===== src/rtl/mem_access_stage.sv =====
// Memory access stage: drives a req/gnt/rvalid data port, aligns load data and retires one result per instruction.
// Optional misaligned-access trap enabled by defining MISALIGN_TRAP_EN.
module mem_access_stage #(
    parameter int ADDR_WIDTH     = 32,
    parameter int REG_ADDR_WIDTH = 5
) (
    input  logic                      clk,
    input  logic                      reset,
    input  logic                      exValid,
    input  logic [ADDR_WIDTH-1:0]     exAluResult,
    input  logic [31:0]               exStoreData,
    input  logic                      exMemRead,
    input  logic                      exMemWrite,
    input  logic [2:0]                exFunct3,
    input  logic [REG_ADDR_WIDTH-1:0] exRd,
    input  logic                      exRegWrite,
    output logic                      memStall,
    output logic                      dmemReq,
    output logic                      dmemWe,
    output logic [ADDR_WIDTH-1:0]     dmemAddr,
    output logic [3:0]                dmemBe,
    output logic [31:0]               dmemWdata,
    input  logic                      dmemGnt,
    input  logic                      dmemRvalid,
    input  logic [31:0]               dmemRdata,
    output logic                      wbValid,
    output logic [31:0]               wbResult,
    output logic [REG_ADDR_WIDTH-1:0] wbRd,
    output logic                      wbRegWrite,
    output logic                      misalignTrap
);

    // state  | meaning
    // IDLE   | accepting EX; ALU results retire next cycle
    // REQ    | memory request presented, waiting for dmemGnt
    // WAIT_R | load granted, waiting for dmemRvalid
    typedef enum logic [1:0] {IDLE, REQ, WAIT_R} state_t;

    state_t state, state_nxt;

    logic                      is_mem;
    logic                      misalign;
    logic [1:0]                off;
    logic [3:0]                be;
    logic [31:0]               wdata;
    logic [31:0]               shifted;
    logic [31:0]               load_data;

    logic                      we_q;
    logic [ADDR_WIDTH-1:0]     addr_q;
    logic [3:0]                be_q;
    logic [31:0]               wdata_q;
    logic [2:0]                funct3_q;
    logic [1:0]                off_q;
    logic [REG_ADDR_WIDTH-1:0] rd_q;
    logic                      regwrite_q;

    assign is_mem = exMemRead | exMemWrite;

    // funct3[1:0]: 00 byte, 01 half, anything else is handled as a word access
    always_comb begin
        off   = 2'b00;
        be    = 4'b1111;
        wdata = exStoreData;
        case (exFunct3[1:0])
            2'b00: begin
                off   = exAluResult[1:0];
                be    = 4'b0001 << exAluResult[1:0];
                wdata = {4{exStoreData[7:0]}};
            end
            2'b01: begin
                off   = {exAluResult[1], 1'b0};
                be    = exAluResult[1] ? 4'b1100 : 4'b0011;
                wdata = {2{exStoreData[15:0]}};
            end
            default: ;
        endcase
    end

`ifdef MISALIGN_TRAP_EN
    assign misalign = (exFunct3[1:0] == 2'b01) ? exAluResult[0]
                    : ((exFunct3[1:0] != 2'b00) && (exAluResult[1:0] != 2'b00));
`else
    assign misalign = 1'b0;
`endif

    assign shifted = dmemRdata >> {off_q, 3'b000};

    always_comb begin
        load_data = shifted;
        case (funct3_q)
            3'b000:  load_data = {{24{shifted[7]}}, shifted[7:0]};
            3'b001:  load_data = {{16{shifted[15]}}, shifted[15:0]};
            3'b100:  load_data = {24'h0, shifted[7:0]};
            3'b101:  load_data = {16'h0, shifted[15:0]};
            default: load_data = shifted;
        endcase
    end

    always_ff @(posedge clk) begin
        if (reset) state <= IDLE;
        else       state <= state_nxt;
    end

    always_comb begin
        state_nxt = state;
        case (state)
            IDLE:    if (exValid && is_mem && !misalign) state_nxt = REQ;
            REQ:     if (dmemGnt) state_nxt = we_q ? IDLE : WAIT_R;
            WAIT_R:  if (dmemRvalid) state_nxt = IDLE;
            default: state_nxt = IDLE;
        endcase
    end

    assign memStall  = (state != IDLE);
    assign dmemReq   = (state == REQ);
    assign dmemWe    = dmemReq & we_q;
    assign dmemAddr  = dmemReq ? addr_q  : '0;
    assign dmemBe    = dmemReq ? be_q    : 4'b0000;
    assign dmemWdata = (dmemReq && we_q) ? wdata_q : 32'h0;

    always_ff @(posedge clk) begin
        if (reset) begin
            we_q       <= 1'b0;
            addr_q     <= '0;
            be_q       <= 4'b0000;
            wdata_q    <= 32'h0;
            funct3_q   <= 3'b000;
            off_q      <= 2'b00;
            rd_q       <= '0;
            regwrite_q <= 1'b0;
        end else if (state == IDLE && exValid && is_mem) begin
            we_q       <= exMemWrite;
            addr_q     <= {exAluResult[ADDR_WIDTH-1:2], 2'b00};
            be_q       <= be;
            wdata_q    <= wdata;
            funct3_q   <= exFunct3;
            off_q      <= off;
            rd_q       <= exRd;
            regwrite_q <= exRegWrite;
        end
    end

    always_ff @(posedge clk) begin
        if (reset) begin
            wbValid      <= 1'b0;
            wbResult     <= 32'h0;
            wbRd         <= '0;
            wbRegWrite   <= 1'b0;
            misalignTrap <= 1'b0;
        end else begin
            wbValid      <= 1'b0;
            misalignTrap <= 1'b0;
            case (state)
                IDLE: if (exValid) begin
                    if (!is_mem) begin
                        wbValid    <= 1'b1;
                        wbResult   <= 32'(exAluResult);
                        wbRd       <= exRd;
                        wbRegWrite <= exRegWrite && (exRd != '0);
                    end else if (misalign) begin
                        wbValid      <= 1'b1;
                        wbResult     <= 32'h0;
                        wbRd         <= exRd;
                        wbRegWrite   <= 1'b0;
                        misalignTrap <= 1'b1;
                    end
                end
                REQ: if (dmemGnt && we_q) begin
                    wbValid    <= 1'b1;
                    wbResult   <= 32'h0;
                    wbRd       <= rd_q;
                    wbRegWrite <= 1'b0;
                end
                WAIT_R: if (dmemRvalid) begin
                    wbValid    <= 1'b1;
                    wbResult   <= load_data;
                    wbRd       <= rd_q;
                    wbRegWrite <= regwrite_q && (rd_q != '0);
                end
                default: ;
            endcase
        end
    end

endmodule


===== config.mk =====
export PLATFORM = sky130hd
export DESIGN_NAME = mem_access_stage
export DESIGN_NICKNAME = d
export VERILOG_FILES = /design/src/rtl/mem_access_stage.sv
export SDC_FILE = /design/constraint.sdc
export NUM_CORES = 1
export LEC_CHECK = 0
export ABC_AREA = 1
export BUFFER_PORTS_ARGS = -buffer_cell sky130_fd_sc_hd__buf_2
export CORE_MARGIN = 1.5
export CORE_UTILIZATION = 51
export CTS_BUF_LIST = sky130_fd_sc_hd__clkbuf_16
export DETAILED_ROUTE_END_ITERATION = 6
export PLACE_DENSITY = 0.86
export RECOVER_POWER = 25
export SLEW_MARGIN = 20
export SYNTH_ARGS = -nofsm -noshare
export SYNTH_HDL_FRONTEND = slang
export SYNTH_SLANG_ARGS = --single-unit

===== constraint.sdc =====
create_clock -name clk -period 2.4 [get_ports clk]
set_input_delay 0 -clock clk [delete_from_list [all_inputs] [get_ports clk]]
set_output_delay 0 -clock clk [all_outputs]
set_load 0.02 [all_outputs]

==> impl_metrics.json, run 1 <==
{
  "status": "finished clean",
  "die_h_um": 116,
  "yosysMostFrequentCell": "nand2_1",
  "drtAntennaViolNets": 0,
  "top_layer_used": "met4",
  "cp_max_fo": 46,
  "pre_cts_slack_ps": 370,
  "power.leakage_nw": 4.81,
  "crit_path_end_kind": "register",
  "htreeDepth": 4,
  "cp.arrival_ps": 2570,
  "r2r_slack_ps": 120,
  "synthArstFlopShare_pct": 0,
  "dr_wl_met2_um": 11200,
  "netlist_area_mm2": 0.00648,
  "power_mw": 10.0,
  "min_path_type": "input pin to register",
  "rows": 40,
  "synth_cell_types": 30,
  "num_vias": 8038,
  "hold_path_depth": 5,
  "wl_met1_um": 8790,
  "synth_commonest_cells": "nand2_1 (257), inv_1 (161), nor2_1 (158)",
  "drcViolationCount": 0,
  "grtUsageTotal_pct": 33.9,
  "area_delta_synth_final_pct": 40.7,
  "nets": 1455,
  "crit_type": "register to register",
  "rsz0062_at_grt": "yes",
  "hold_path_end": "wbResult[29]$_SDFFE_PP0P_",
  "synthTopCellsByArea": "dfxtp_1 (37%), nand2_1 (15%), inv_1 (9.3%)",
  "placed_area_mm2": 0.00759,
  "yosysTopAreaCell": "dfxtp_1",
  "r2r_cells": 10,
  "finClkSkew_ps": 7.96,
  "r2r-end": "wdata_q[15]$_SDFFE_PP0P_",
  "synth_ff_type": "dfxtp_1",
  "ir_drop_mv": 0.532,
  "worst_pin_slew_ps": 561,
  "grt_pass1_vias": 7448,
  "portBuffers": 219,
  "die_w_um": 116,
  "design_area_mm2": 0.00911,
  "root_buffer": "clkbuf_16",
  "viasPerCell": 5.28,
  "grt_max_degree": 95,
  "grt_overflow": 0,
  "dr.first_iter.drc_count": 879,
  "core_area_mm2": 0.0122,
  "post_drt_wl_per_cell_um": 15.5,
  "start_kind": "register",
  "met3WireLength_um": 2280,
  "syn_inst": 1056,
  "synth_top_cell_area_share_pct": 36.8,
  "clock.fmax_mhz": 439,
  "ys_seq_area_share_pct": 36.8,
  "die-area_mm2": 0.0134,
  "dpl.hpwl_um": 14000,
  "clock-sinks": 119,
  "initial_core_util_pct": 53.1,
  "antenna_found_initial": 0,
  "clock_path_buffers": 2,
  "clk_latency_ps": 420,
  "clk_pin_slew_ps": 60,
  "r2r_start": "state[0]$_SDFFE_PP0P_",
  "slew_viol_final": 0,
  "layout-drive-gt1-share_pct": 18.1,
  "worstPathRequired_ps": 2700,
  "yosysWarnings": 0,
  "fin_ws_ps": 125,
  "hold_viol": 0,
  "slew_headroom_pct": 62.4,
  "globalplace.congestion": 0.901,
  "cap_violations": 0,
  "grt_pass1_wl_um": 35300,
  "finalSetupViolations": 0,
  "finalCriticalPeriod_ps": 2280,
  "synth_seq_cells": 119,
  "timing.setup.tns_ps": 0,
  "firstDrtPassIters": 6,
  "power_density_mw_per_mm2": 1100,
  "routed_wirelength_um": 23600,
  "synth_edf_count": 0,
  "syn_avg_cell_area_um2": 6.14,
  "cts_buffers": 17,
  "io_pins": 223,
  "period_share_pct": 94.8,
  "cts_tree": "yes",
  "worstHoldStart": "dmemRdata[29]"
}
[critical path: stages, from the launching register on]
cell	delay (ps)
dfxtp_1	390
inv_1	90
ha_1	220
nand2_1	60
inv_1	60
nand2_1	170
inv_6	110
buf_16	200
o21ai_0	230
a31oi_1	70
dlygate4sd3_1	560
[report_power, final]
part / switching [mW] / internal (mW)
clock: 0.934 / 1.51
sequential: 0.352 / 2.60
combinational: 3.11 / 1.54
[metrics by stage]
| step | cells | utilization (%) | hold WS [ps] |
|---|---|---|---|
| finish | 1521 | 74.6 | 9.06 |
| global route | 1520 | 74.6 | 26.5 |
| CTS | 1513 | 74.2 | 0.408 |
| detailed placement | 1391 | 62.2 | 258 |
| global placement | 1391 | 62.2 | 255 |
| floorplan | 1058 | - | 147 |
[layout by cell type, fill, tap and decap left out, types with 2 or more instances in the layout]
cell	synthesis	layout
clkinv_2	0	3
bufinv_16	0	2
o21a_1	9	9
o22ai_1	8	8
a21oi_1	104	104
clkinv_1	1	3
clkinvlp_4	0	5
clkbuf_16	0	18
nand2_1	257	257
nand3_1	46	46
a211oi_1	2	2
a31oi_1	8	8
buf_6	6	2
o21ai_0	93	92
clkinv_4	0	2
dlygate4sd3_1	0	90
dfxtp_1	119	119
clkbuf_1	35	40
buf_2	19	179
buf_12	0	2
nor2_4	1	2
inv_2	4	4
inv_6	0	2
buf_4	7	17
ha_1	4	4
inv_1	161	160
nor2_1	158	158
conb_1	1	3
[metal layers]
metal / global-route usage [%] / up-vias
li1: - / 3826
met1: 38.1 / 3537
met5: 0 / -
met2: 57.2 / 538
met4: 21.3 / 0
met3: 8.94 / 137
[worst max path at each step]
stage / to / depth (start not counted) / slack [ps] / startpoint
after floorplan: wbRd[3]$_SDFFE_PP0P_ / 10 / 570 / state[1]$_SDFFE_PP0P_
after global placement: wdata_q[20]$_SDFFE_PP0P_ / 9 / 490 / state[0]$_SDFFE_PP0P_
after detailed placement: wdata_q[16]$_SDFFE_PP0P_ / 9 / 370 / state[0]$_SDFFE_PP0P_
after CTS: wdata_q[15]$_SDFFE_PP0P_ / 10 / 20 / state[0]$_SDFFE_PP0P_
after global routing: wdata_q[15]$_SDFFE_PP0P_ / 10 / -20 / state[0]$_SDFFE_PP0P_
final: wdata_q[15]$_SDFFE_PP0P_ / 10 / 120 / state[0]$_SDFFE_PP0P_
[sequential cells by signal (all words and copies together), names as in the netlist]
signal,flops
wbRegWrite,1
regwrite_q,1
state,2
wbValid,1
funct3_q,3
addr_q,30
off_q,2
rd_q,5
wbResult,32
be_q,4
wbRd,5
we_q,1
wdata_q,32
[kinds of logic (layout without fill, tap and decap cells)]
kind of cell    count (synthesis)  count (layout)  share of synthesized area (%)
compound gates                225             225                           18.2
fa+ha+maj                       4               4                          0.773
buf+inv                       236             530                           15.1
flops                         119             119                           36.8
other cells                     1               4                         0.0579
simple gates                  471             471                           29.1
[cell type report]
class / count / area (um^2)
repair buffers: 332 / 2190
inverters: 166 / 636
fillers: 977 / 3100
clock inverters: 15 / 139
multi-input cells: 703 / 3130
well taps: 168 / 210
diodes: 1 / 2.50
clock buffers: 17 / 425
flip-flops and latches: 119 / 2380
[repair_timing]
item | CTS | global route
hold buffers | 90 | 0
hold endpoints to repair | 92 | 0
resized for setup | 0 | 10
setup endpoints to repair | 0 | 9
setup buffers | 0 | 6
Note: power is estimated with default switching activity, not from simulation.
==> run 2: changes to the inputs <==
- CELL_PAD_IN_SITES_DETAIL_PLACEMENT: default -> 1
- CELL_PAD_IN_SITES_GLOBAL_PLACEMENT: default -> 1
- CORE_UTILIZATION: 51 -> 34
==> run 2 against run 1 <==
- critical endpoint is now wdata_q[0]$_SDFFE_PP0P_
- sequential power barely moved
- worst setup slack gained 32 ps
- global-route usage is 7.2 points lower
==> impl_metrics.json, run 2 (synthesis gave the netlist of run 1 again) <==
{
  "rows": 50,
  "status": "finished clean",
  "crit_type": "register to register",
  "core_area_mm2": 0.0187,
  "root_buffer": "clkbuf_16",
  "fin_ws_ps": 156,
  "drtAntennaViolNets": 0,
  "worstHoldStart": "exStoreData[2]",
  "routed_wirelength_um": 26800,
  "path_buf_inv": 4,
  "die_w_um": 141,
  "worstPathRequired_ps": 2700,
  "dpl.hpwl_um": 17100,
  "post_drt_wl_per_cell_um": 17.0,
  "slew_viol_final": 0,
  "min_path_type": "input pin to register",
  "cts_tree": "yes",
  "r2r_cells": 9,
  "clk_pin_slew_ps": 60,
  "fin_cells": 1583,
  "hold_path_depth": 4,
  "area_delta_synth_final_pct": 40.0,
  "hold_path_end": "wdata_q[2]$_SDFFE_PP0P_",
  "rsz0062_at_grt": "no",
  "viasPerCell": 5.00,
  "final_common_cell": "nand2_1",
  "pwr-share-seq_pct": 29.8,
  "crit_family": "buffers and inverters",
  "grt_overflow": 0,
  "crit_top_cell": "inv_1",
  "dp_cells": 1460,
  "comb_power_share_pct": 47.0,
  "r2r_slack_ps": 160,
  "die_h_um": 141,
  "io_pins": 223,
  "drcViolationCount": 0,
  "period_share_pct": 93.5,
  "cts_buffers": 17,
  "timing.setup.tns_ps": 0,
  "globalplace.congestion": 0.844,
  "cap_violations": 0,
  "pwr-share-clk_pct": 23.2,
  "initial_core_util_pct": 34.6,
  "ir_drop_mv": 0.496,
  "clock.fmax_mhz": 446,
  "dr.first_iter.drc_count": 350,
  "cp_cell_sequence": "inv_1 > ha_1 > nand2_1 > inv_1 > nand2_2 > buf_4 > nor2_1 > o21a_1 > dlygate4sd3_1",
  "grtUsageTotal_pct": 26.7,
  "cp.arrival_ps": 2540,
  "firstDrtPassIters": 5,
  "crit_path_end_kind": "register",
  "grt_max_degree": 90,
  "clk_latency_ps": 410,
  "layout-drive-gt1-share_pct": 17.8,
  "p_int_mw": 5.42,
  "finalSetupViolations": 0,
  "switchingPower_mw": 4.46,
  "finalCriticalPeriod_ps": 2240,
  "start_kind": "register",
  "hold_viol": 0,
  "top_regs": "wbResult (32), wdata_q (32), addr_q (30)",
  "num_vias": 7916,
  "max_stage_delay_ps": 540,
  "htreeDepth": 4,
  "critical-path-slowest-cell": "dlygate4sd3_1",
  "nets": 1450,
  "grt_pass1_vias": 8348,
  "finClkSkew_ps": 7.46,
  "slew_headroom_pct": 39.7,
  "final_cell_mix": "nand2_1 (256), buf_2 (179), inv_1 (162)",
  "power.leakage_nw": 4.78,
  "r2r_start": "state[0]$_SDFFE_PP0P_",
  "worst_pin_slew_ps": 903,
  "antenna_found_initial": 4,
  "power_mw": 9.88,
  "grt_pass1_wl_um": 41800,
  "cp_max_fo": 26,
  "clock-sinks": 119,
  "r2r-end": "wdata_q[0]$_SDFFE_PP0P_",
  "power_density_mw_per_mm2": 1090,
  "clock_path_buffers": 2,
  "portBuffers": 219,
  "p_sw_share_pct": 45.1,
  "pre_cts_slack_ps": 299,
  "die-area_mm2": 0.0199
}
run 2: layout make-up:
class	instances	area, um^2
clock inverters	13	93.8
well taps	234	293
diodes	4	10.0
multi-input cells	703	3130
repair buffers	327	2110
clock buffers	17	425
flip-flops and latches	119	2380
fillers	2525	9630
inverters	166	623
run 2: how the worst max path moves through the flow:
stage	startpoint	end	slack, ps	depth (start not counted)
finish	state[0]$_SDFFE_PP0P_	wdata_q[0]$_SDFFE_PP0P_	160	9
global route	state[1]$_SDFFE_PP0P_	dmemWdata[9]	20	7
CTS	state[1]$_SDFFE_PP0P_	wdata_q[15]$_SDFFE_PP0P_	120	10
detailed placement	state[0]$_SDFFE_PP0P_	wbRegWrite$_SDFFE_PP0P_	300	9
global placement	state[0]$_SDFFE_PP0P_	wdata_q[17]$_SDFFE_PP0P_	430	8
floorplan	state[1]$_SDFFE_PP0P_	wbRd[3]$_SDFFE_PP0P_	570	10
run 2: through the flow:
stage	util (%)	instance area [um^2]	hold WS [ps]
2_1_floorplan	-	6490	147
3_3_place_gp	41.1	7680	256
3_5_place_dp	41.1	7680	265
4_1_cts	48.6	9080	1.55
5_1_grt	48.5	9070	14.3
6_report	48.5	9070	18.5
run 2: power groups by stage:
| stage | clock network [mW] | registers (mW) | logic [mW] |
|---|---|---|---|
| finish | 2.29 | 2.94 | 4.64 |
| global route | 2.42 | 3.01 | 5.16 |
| CTS | 2.33 | 2.92 | 4.60 |
| detailed placement | 0 | 2.95 | 4.40 |
| global placement | 0 | 2.93 | 4.25 |
| floorplan | 0 | 3.25 | 2.82 |
run 2: worst register-to-register path: stages (launching register included):
cell	delay [ps]
dfxtp_1	390
inv_1	90
ha_1	220
nand2_1	70
inv_1	80
nand2_2	120
buf_4	300
nor2_1	120
o21a_1	200
dlygate4sd3_1	550
run 2: routing by layer:
layer / vias up / wire length [um] / global-route usage (%)
met5: - / 0 / 0
li1: 3805 / - / -
met4: 0 / 834 / 11.2
met1: 3771 / 11100 / 30.4
met3: 63 / 1350 / 4.93
met2: 277 / 13500 / 48.7
run 2: what timing repair did:
action / in CTS / in global routing
hold buffers: 88 / 0
endpoints found under the setup margin: 0 / 9
buffers inserted: 0 / 0
hold endpoints to repair: 90 / 0
resized for setup: 0 / 5
==> run 3: changes to the inputs <==
- ABC_AREA: 1 -> default
- CORE_UTILIZATION: 34 -> 35
- PLACE_DENSITY: 0.86 -> 0.85
==> run 3 against run 2 <==
- synthesized cell count fell by 23%
- sequential share of layout area rose by 0.33 points
- core utilization rose by 3.5 points
- largest power group is now the clock network
- sequential power fell by 22%
- final cell count fell by 16%
- wire length rose by 0.94%
==> impl_metrics.json, run 3 <==
{
  "layout-drive-gt1-share_pct": 23.4,
  "firstDrtPassIters": 4,
  "finalSetupViolations": 0,
  "area_delta_synth_final_pct": 45.5,
  "r2r-end": "wbResult[23]$_SDFFE_PP0P_",
  "fin_hold_ws_ps": 15.1,
  "grt_pass1_wl_um": 39800,
  "fill_cells": 2146,
  "post_drt_wl_per_cell_um": 20.4,
  "synthArstFlopShare_pct": 0,
  "hold_viol": 0,
  "clock_path_buffers": 2,
  "cts_tree": "yes",
  "globalplace.congestion": 0.856,
  "worstPathRequired_ps": 2680,
  "power.leakage_nw": 3.87,
  "io_pins": 223,
  "cap_violations": 0,
  "crit_end": "wbResult[23]$_SDFFE_PP0P_",
  "grtUsageTotal_pct": 27.8,
  "slew_headroom_pct": 39.8,
  "crit_type": "register to register",
  "core_area_mm2": 0.0172,
  "design_area_mm2": 0.00896,
  "cp.arrival_ps": 2670,
  "grt_overflow": 0,
  "r2r_slack_ps": 5,
  "die_w_um": 136,
  "syn_avg_cell_area_um2": 7.62,
  "placed_area_mm2": 0.00748,
  "drtAntennaViolNets": 0,
  "ir_drop_mv": 0.542,
  "worst_pin_slew_ps": 897,
  "grt_max_degree": 69,
  "period_share_pct": 99.8,
  "r2r_cells": 8,
  "yosysMostFrequentCell": "nand2_1",
  "final_common_cell": "buf_2",
  "nets": 1201,
  "htreeDepth": 4,
  "synth_ff_type": "dfxtp_1",
  "cp-startpoint": "state[0]$_SDFFE_PP0P_",
  "synth_commonest_cells": "nand2_1 (142), dfxtp_1 (119), a21oi_1 (77)",
  "finClkSkew_ps": 7.64,
  "synth_edf_count": 0,
  "fin_ws_ps": 5.45,
  "portBuffers": 219,
  "cts_buffers": 17,
  "die-area_mm2": 0.0184,
  "finalCriticalPeriod_ps": 2390,
  "r2r_start": "state[0]$_SDFFE_PP0P_",
  "clk_pin_slew_ps": 60,
  "top_regs": "wbResult (32), wdata_q (32), addr_q (30)",
  "slew_viol_final": 0,
  "root_buffer": "clkbuf_16",
  "initial_core_util_pct": 35.7,
  "clk_latency_ps": 420,
  "crit_path_end_kind": "register",
  "die_h_um": 136,
  "yosysTopAreaCell": "dfxtp_1",
  "drcViolationCount": 0,
  "final_cell_mix": "buf_2 (178), nand2_1 (142), dfxtp_1 (118)",
  "grt_pass1_vias": 7433,
  "netlist_area_mm2": 0.00616,
  "num_vias": 7322,
  "syn_inst": 808,
  "synth_seq_cells": 119,
  "clock-sinks": 119,
  "antenna_found_initial": 4,
  "viasPerCell": 5.52,
  "synthTopCellsByArea": "dfxtp_1 (39%), nand2_1 (8.7%), mux2i_1 (7.5%)",
  "status": "finished clean",
  "rows": 48,
  "start_kind": "register",
  "yosysWarnings": 0,
  "dpl.hpwl_um": 16000,
  "synth_top_cell_area_share_pct": 38.7,
  "min_path_type": "input pin to register",
  "synth_cell_types": 42,
  "power_density_mw_per_mm2": 699,
  "cp_max_fo": 39,
  "ys_seq_area_share_pct": 38.7,
  "routed_wirelength_um": 27100,
  "dr.first_iter.drc_count": 602,
  "pre_cts_slack_ps": -84.7,
  "utilization_pct": 52.0,
  "clock.fmax_mhz": 418
}
run 3: cell count changes after synthesis, sizes merged, moves of 32 or more:
| cell | previous run | this run |
|---|---|---|
| and3 | 0 | 32 |
| nand2 | 258 | 142 |
| nor2 | 161 | 71 |
| mux2i | 0 | 46 |
| nand3 | 48 | 2 |
| and2 | 0 | 36 |
| nor4 | 0 | 42 |
| inv | 165 | 6 |
| o21ai | 93 | 21 |
run 3: cells by family after synthesis:
| family | count (synthesis) | synth area share [%] |
|---|---|---|
| AND/OR/NAND/NOR | 391 | 30.9 |
| AO/OA/AOI/OAI | 163 | 16.3 |
| flip-flops | 119 | 38.7 |
| buffers and inverters | 82 | 5.28 |
| multiplexers | 47 | 7.84 |
| adder cells (fa/ha/maj) | 4 | 0.813 |
| other | 1 | 0.0609 |
| XOR/XNOR | 1 | 0.142 |
run 3: critical path, stage by stage (launching register included):
cell and delay [ps]:
dfxtp_2 350, inv_1 70, ha_1 210, nand2b_1 110, o221ai_2 150, or4_4 590
buf_12 210, nor4_1 420, nor4_1 120
run 3: area by class of cell:
| type | instances | area [um^2] | area share [%] |
|---|---|---|---|
| tap | 225 | 282 | 3.14 |
| timing repair buffer | 331 | 2140 | 23.8 |
| multi-input combinational | 609 | 3580 | 39.9 |
| antenna | 3 | 7.51 | 0.0838 |
| clock buffer | 17 | 425 | 4.75 |
| inverter | 7 | 26.3 | 0.293 |
| sequential | 119 | 2380 | 26.6 |
| clock inverter | 15 | 125 | 1.40 |
run 3: how the worst min path moves through the flow:
stage                     from                       end  slack (ps)  cells past startpoint
2_1_floorplan  exAluResult[10]   addr_q[10]$_SDFFE_PP0P_         140                      2
3_3_place_gp       exFunct3[2]  funct3_q[2]$_SDFFE_PP0P_         250                      3
3_5_place_dp       exFunct3[2]  funct3_q[2]$_SDFFE_PP0P_         260                      3
4_1_cts            exFunct3[1]  wdata_q[15]$_SDFFE_PP0P_           4                      4
5_1_grt            exFunct3[1]  wdata_q[15]$_SDFFE_PP0P_          40                      4
6_report           exFunct3[1]  wdata_q[15]$_SDFFE_PP0P_          20                      4
run 3: routing by layer:
metal	track usage (%)	up-vias	share of wire (%)	wire [um]
met3	6.21	114	5.7	1540
met1	32.5	3507	40	10900
met4	15.6	0	5.0	1350
li1	-	3385	-	-
met2	46.9	316	49	13300
met5	0	-	0	0
run 3: metrics by stage:
stage                     setup TNS, ps  total power [mW]  cells
after floorplan                       0              3.15    810
after global placement                0              3.62   1203
after detailed placement           -280              3.67   1203
after CTS                             0              6.22   1321
after global routing               -386              6.53   1326
final                                 0              6.26   1326
run 3: power by group:
part           internal [mW]  switching [mW]
Clock                   1.49           0.929
Sequential              2.17           0.114
Combinational          0.576           0.981
Total                   4.24            2.02
run 3: timing repair:
action,CTS,global route
buffers inserted,0,1
hold buffers,86,0
hold endpoints to repair,90,0
gates cloned,0,1
gates resized for setup,6,15
pin swaps,0,2
endpoints found under the setup margin,16,26
